### src/rtl/alu_regfile_seq.sv
// Operand-fetch / issue / writeback stage in front of ALU64: an 8 x 64-bit register file,
// one instruction per handshake, with ALU64's registered result written back two edges after issue.
module alu_regfile_seq #(
  parameter int NREGS = 8,
  parameter int W     = 64,
  localparam int RW   = $clog2(NREGS)
) (
  input  logic          clk,
  input  logic          rst_n,
  input  logic          in_valid,
  output logic          in_ready,
  input  logic [3:0]    in_op,
  input  logic [RW-1:0] in_rd,
  input  logic [RW-1:0] in_rs1,
  input  logic [RW-1:0] in_rs2,
  input  logic          in_imm_en,
  input  logic [W-1:0]  in_imm,
  output logic [W-1:0]  alu_a,
  output logic [W-1:0]  alu_b,
  output logic [3:0]    alu_op,
  input  logic [W-1:0]  alu_result,
  output logic          wb_valid,
  output logic [RW-1:0] wb_rd,
  output logic [W-1:0]  wb_data,
  output logic          err,
  input  logic [RW-1:0] dbg_addr,
  output logic [W-1:0]  dbg_data
);

  typedef enum logic [1:0] {
    S_IDLE = 2'd0,
    S_EXEC = 2'd1,
    S_WB   = 2'd2
  } state_t;

  localparam logic [3:0] OP_LDI = 4'hF;

  // Opcodes ALU64 implements; 9 and 12-14 are reserved and get dropped with an err pulse.
  function automatic logic is_alu_op(input logic [3:0] op);
    return (op <= 4'd8) || (op == 4'd10) || (op == 4'd11);
  endfunction

  // Register 0 is hard-wired to zero on every read port.
  function automatic logic [W-1:0] rf_read(input logic [W-1:0] rf [NREGS],
                                           input logic [RW-1:0] idx);
    return (idx == '0) ? '0 : rf[idx];
  endfunction

  state_t        state_q,  state_d;
  logic [W-1:0]  alu_a_q,  alu_a_d;
  logic [W-1:0]  alu_b_q,  alu_b_d;
  logic [3:0]    alu_op_q, alu_op_d;
  logic [RW-1:0] rd_q,     rd_d;
  logic          ldi_q,    ldi_d;
  logic [W-1:0]  imm_q,    imm_d;
  logic          err_q,    err_d;
  logic [W-1:0]  regs_q [NREGS];
  logic [W-1:0]  regs_d [NREGS];
  logic [W-1:0]  wb_value;
  logic          accept;

  // Reset gates the handshake so nothing is accepted while rst_n is low.
  assign in_ready = rst_n && (state_q == S_IDLE);
  assign accept   = in_valid && in_ready;
  assign wb_value = ldi_q ? imm_q : alu_result;

  always_comb begin
    // NOTE: every variable gets a default before the case so no path leaves it unassigned
    // (which would infer a latch); combinational blocks use blocking '=' throughout.
    state_d  = state_q;
    alu_a_d  = alu_a_q;
    alu_b_d  = alu_b_q;
    alu_op_d = alu_op_q;
    rd_d     = rd_q;
    ldi_d    = ldi_q;
    imm_d    = imm_q;
    err_d    = 1'b0;
    regs_d   = regs_q;

    unique case (state_q)
      S_IDLE: begin
        if (accept) begin
          if (in_op == OP_LDI) begin
            rd_d    = in_rd;
            imm_d   = in_imm;
            ldi_d   = 1'b1;
            state_d = S_WB;
          end else if (is_alu_op(in_op)) begin
            alu_a_d  = rf_read(regs_q, in_rs1);
            alu_b_d  = in_imm_en ? in_imm : rf_read(regs_q, in_rs2);
            alu_op_d = in_op;
            rd_d     = in_rd;
            ldi_d    = 1'b0;
            state_d  = S_EXEC;
          end else begin
            err_d = 1'b1;
          end
        end
      end
      S_EXEC: state_d = S_WB;
      S_WB: begin
        if (rd_q != '0) regs_d[rd_q] = wb_value;
        state_d = S_IDLE;
      end
      default: state_d = S_IDLE;
    endcase
  end

  always_ff @(posedge clk or negedge rst_n) begin
    if (!rst_n) begin
      state_q  <= S_IDLE;
      alu_a_q  <= '0;
      alu_b_q  <= '0;
      alu_op_q <= '0;
      rd_q     <= '0;
      ldi_q    <= 1'b0;
      imm_q    <= '0;
      err_q    <= 1'b0;
      // NOTE: the file is reset entry by entry because its post-reset contents are visible on
      // dbg_data and to the first instruction; this keeps it in flops rather than a RAM macro.
      for (int i = 0; i < NREGS; i++) regs_q[i] <= '0;
    end else begin
      // NOTE: sequential state uses non-blocking '<=' so every flop samples pre-edge values.
      state_q  <= state_d;
      alu_a_q  <= alu_a_d;
      alu_b_q  <= alu_b_d;
      alu_op_q <= alu_op_d;
      rd_q     <= rd_d;
      ldi_q    <= ldi_d;
      imm_q    <= imm_d;
      err_q    <= err_d;
      regs_q   <= regs_d;
    end
  end

  assign alu_a    = alu_a_q;
  assign alu_b    = alu_b_q;
  assign alu_op   = alu_op_q;
  assign err      = err_q;
  assign wb_valid = (state_q == S_WB);
  assign wb_rd    = rd_q;
  // ALU64's result only exists during WB, so the writeback data is driven combinationally there.
  assign wb_data  = (state_q == S_WB) ? wb_value : '0;
  assign dbg_data = rf_read(regs_q, dbg_addr);

endmodule

### config.mk
export PLATFORM = sky130hd
export DESIGN_NAME = alu_regfile_seq
export DESIGN_NICKNAME = d
export VERILOG_FILES = /design/src/rtl/alu_regfile_seq.sv
export SDC_FILE = /design/constraint.sdc
export NUM_CORES = 2
export LEC_CHECK = 0
export CAP_MARGIN = 10
export CORE_ASPECT_RATIO = 0.5
export CORE_MARGIN = 5
export CORE_UTILIZATION = 61
export CTS_CLUSTER_DIAMETER = 50
export DETAILED_ROUTE_END_ITERATION = 8
export GPL_TIMING_DRIVEN = 0
export PLACE_DENSITY = 0.83
export SLEW_MARGIN = 15
export SYNTH_ARGS = -nofsm -noshare
export SYNTH_HDL_FRONTEND = slang
export SYNTH_SLANG_ARGS = --single-unit
### constraint.sdc
create_clock -name clk -period 6.83 [get_ports clk]
set_clock_uncertainty 0.1 [all_clocks]
set_input_delay 2.049 -clock clk [delete_from_list [all_inputs] [get_ports clk]]
set_output_delay 2.049 -clock clk [all_outputs]
set_load 0.1 [all_outputs]
==> flow_metrics.tcl <==
set metrics [dict create \
    status "complete, but fails checks" \
    violations "design-rule violations, negative setup slack" \
    maxCapViolations 0 \
    synth_seq_cells 651 \
    gr-total-overflow 0 \
    max_freq_ghz 0.143 \
    die_w_um 352 \
    cpMostUsedCell "clkbuf_2" \
    cp-startpoint "dbg_addr[1]" \
    drv_slew 0 \
    leakage_nw 17.7 \
    die-area_sq_mm 0.0638 \
    drt-pass1-iter-count 9 \
    synth-async-reset-ratio_pct 100 \
    grt_antenna_before_repair 4 \
    reg2reg_from "state_q[0]$_DFFE_PN0P_" \
    seq_area_frac_synth_pct 45.6 \
    synth.distinct_cells 48 \
    cts_sinks 651 \
    layout-drive-gt1-share_pct 21.5 \
    finalWorstSetupSlack_ns -0.155 \
    clock-root-buffer "clkbuf_16" \
    synth_area_per_cell_sq_um 10.7 \
    fin_crit_sh_pct 102 \
    dp_hpwl_um 112000 \
    pwr-share-comb_pct 46.4 \
    tightest_slew_ns 1.41 \
    r2r_cells 5 \
    irDropWorstVdd_mv 0.391 \
    htreeDepth 2 \
    min_to "imm_q[5]$_DFFE_PN0P_" \
    final_nets 3958 \
    cts_hold_buf 0 \
    start_util_pct 62.0 \
    worst_ep_required_time_ns 4.68 \
    synth.cell_area_sq_mm 0.0357 \
    vias 34200 \
    wl_per_cell_um 35.3 \
    power-per-cell-area_mw_per_mm2 478 \
    end_kind "primary output" \
    reg2reg_slack_ns 3.93 \
    grt_pass1_wl_um 232000 \
    fp-row-count 62 \
    die_h_um 181 \
    hold_ws_ns 0.407 \
    worstPathArrival_ns 4.84 \
    grtUsageTotal_pct 49.7 \
    drt_iter0_markers 6093 \
    syn_to_final_growth_pct 20.1 \
    hp-class "reg2reg" \
    syn-num-nets 3482 \
    yosysWarningCount 0 \
    p_clk_share_pct 18.0 \
    power.switching_w 0.00958 \
    min_period_ns 6.98 \
    cts_tree "yes" \
    ant_nets 0 \
    cpMaxStageDelayCell "clkdlybuf4s50_1" \
    utilization_pct 74.5 \
    synth-edff-count 0 \
    switching_share_pct 46.8 \
    syn_inst 3334 \
    portBuffers 408 \
    grt_pass1_vias 33600 \
    cts_buffers 58 \
    ys.flop_type "dfrtp_1" \
    cts.clk_slew.worst_paths_ns 0.07 \
    start_kind "primary input" \
    slew_headroom_pct 5.70 \
    grt_max_degree 108 \
    hp-start "imm_q[5]$_DFFE_PN0P_" \
    finalHoldViolCount 0 \
    intPower_w 0.0109 \
    coreArea_sq_mm 0.0576 \
    vias_per_cell 7.39 \
    gp_congestion 1.03 \
    critical_path.max_stage_delay_ns 0.62 \
    io_pins 414 \
    holdPathStages 1 \
    rsz0062_at_grt "false" \
    drc 11 \
    routed_wl_um 163000 \
    cts_buffer_depth 3 \
    crit_type "in2out" \
    clock_latency_ns 0.66 \
    path_cells "clkdlybuf4s50_1 > nor2b_1 > clkbuf_2 > clkbuf_2 > a22oi_1 > o21ai_1 > buf_2" \
    r2r-end "regs_q[26]$_DFFE_PN0P_" \
    seqPwrFrac_pct 35.6 \
    setup_viol 25 \
    cp_max_fo 10 \
]
## worst max path at each step
stage / end / cells after the start / slack, ns
final: dbg_data[63] / 7 / -0.15
after global routing: dbg_data[36] / 7 / 0.002
after CTS: dbg_data[12] / 7 / 0.005
after detailed placement: dbg_data[4] / 7 / -1.35
after global placement: imm_q[45]$_DFFE_PN0P_ / 1 / -25.31
after floorplan: in_ready / 1 / 0.40
## cell usage in the layout, fill, tap and decap left out, types with 46 or more instances in the layout
cell	instances
dfrtp_1	651
nand2_1	348
clkdlybuf4s50_1	342
nor2_1	326
a21oi_1	279
mux2_2	244
o21ai_1	218
o21ai_0	187
mux2i_1	181
a22oi_1	143
mux4_2	130
buf_2	123
clkbuf_1	122
mux2_4	88
clkbuf_16	61
o22ai_1	46
## cells by family after synthesis
logic type      synth area share, %
compound gates                 16.7
buf+inv                        4.91
flops                          45.6
mux                            25.2
simple gates                   7.56
## sequential cells by signal (all words and copies together), names as in the netlist
name,cells
imm_q,64
state_q,2
ldi_q,1
wb_rd,3
alu_b,64
regs_q,448
alu_a,64
err,1
alu_op,4
## power by group through the flow
stage / logic [W] / clock network [W] / registers, W
6_report: 0.00952 / 0.00369 / 0.00729
5_1_grt: 0.00994 / 0.00379 / 0.00742
4_1_cts: 0.00938 / 0.00363 / 0.00715
3_5_place_dp: 0.00940 / 0 / 0.00719
3_3_place_gp: 0.00919 / 0 / 0.00711
2_1_floorplan: 0.00495 / 0 / 0.00897
## repair_timing
item	in CTS	in global routing
gates cloned	0	0
resized for setup	330	25
endpoints found under the setup margin	65	56
setup buffers	0	0
## worst max-delay path: cells and delay by family
kind	cells	cell delay, ns
buf+inv	4	2.08
simple gates	1	0.17
compound gates	2	0.53
## through the flow
step	instances	power, W	setup TNS [ns]	cell area, sq um	setup slack [ns]
2_1_floorplan	3334	0.0139	0	35700	0.398
3_3_place_gp	4510	0.0163	-	40800	-25.31
3_5_place_dp	4518	0.0166	-73.50	41000	-1.35
4_1_cts	4625	0.0202	0	42900	0.00522
5_1_grt	4626	0.0212	0	42900	0.00233
6_report	4629	0.0205	-1.29	42900	-0.155
## area by class of cell
cell class                      count  area, sq um
Tap cell                          768          961
Clock inverter                     33          410
Inverter                            5         45.0
Sequential cell                   651        16300
Multi-Input combinational cell   2365        17700
Fill cell                        4094        14700
Timing Repair Buffer              416         4110
Antenna cell                        4         10.0
Clock buffer                       74         1650
Buffer                            313         1760
## metal layers
metal | part of all wire (%) | up-vias | routed length (um) | GRT usage (%)
li1 | - | 13200 | - | -
met1 | 35 | 16800 | 56800 | 62.6
met2 | 41 | 3304 | 66300 | 69.0
met3 | 17 | 868 | 28300 | 25.6
met4 | 7.2 | 11 | 11700 | 28.2
met5 | 0.089 | - | 146 | 0.741
## cell usage after synthesis, types with 7 or more instances
| master | instances | share of area [%] |
|---|---|---|
| a21oi_1 | 279 | 3.9 |
| o31ai_1 | 16 | 0.34 |
| nor2b_1 | 7 | 0.12 |
| a211oi_1 | 23 | 0.48 |
| a221o_1 | 16 | 0.45 |
| buf_1 | 30 | 0.32 |
| buf_4 | 19 | 0.40 |
| mux2_2 | 244 | 7.7 |
| nand2_1 | 348 | 3.7 |
| nor2_1 | 326 | 3.4 |
| mux2_4 | 88 | 3.7 |
| mux2_1 | 18 | 0.57 |
| a221oi_1 | 31 | 0.76 |
| mux4_2 | 130 | 8.2 |
| o22ai_1 | 46 | 0.81 |
| o21ai_1 | 155 | 2.2 |
| o21ai_0 | 250 | 3.5 |
| o221ai_1 | 31 | 0.76 |
| a22oi_1 | 143 | 3.0 |
| mux2i_1 | 181 | 5.1 |
| a221oi_2 | 11 | 0.46 |
| buf_6 | 18 | 0.57 |
| buf_12 | 11 | 0.62 |
| dfrtp_1 | 651 | 46 |
| clkbuf_1 | 133 | 1.4 |
| buf_2 | 96 | 1.3 |
No activity file was read; power rests on OpenSTA's default activity.
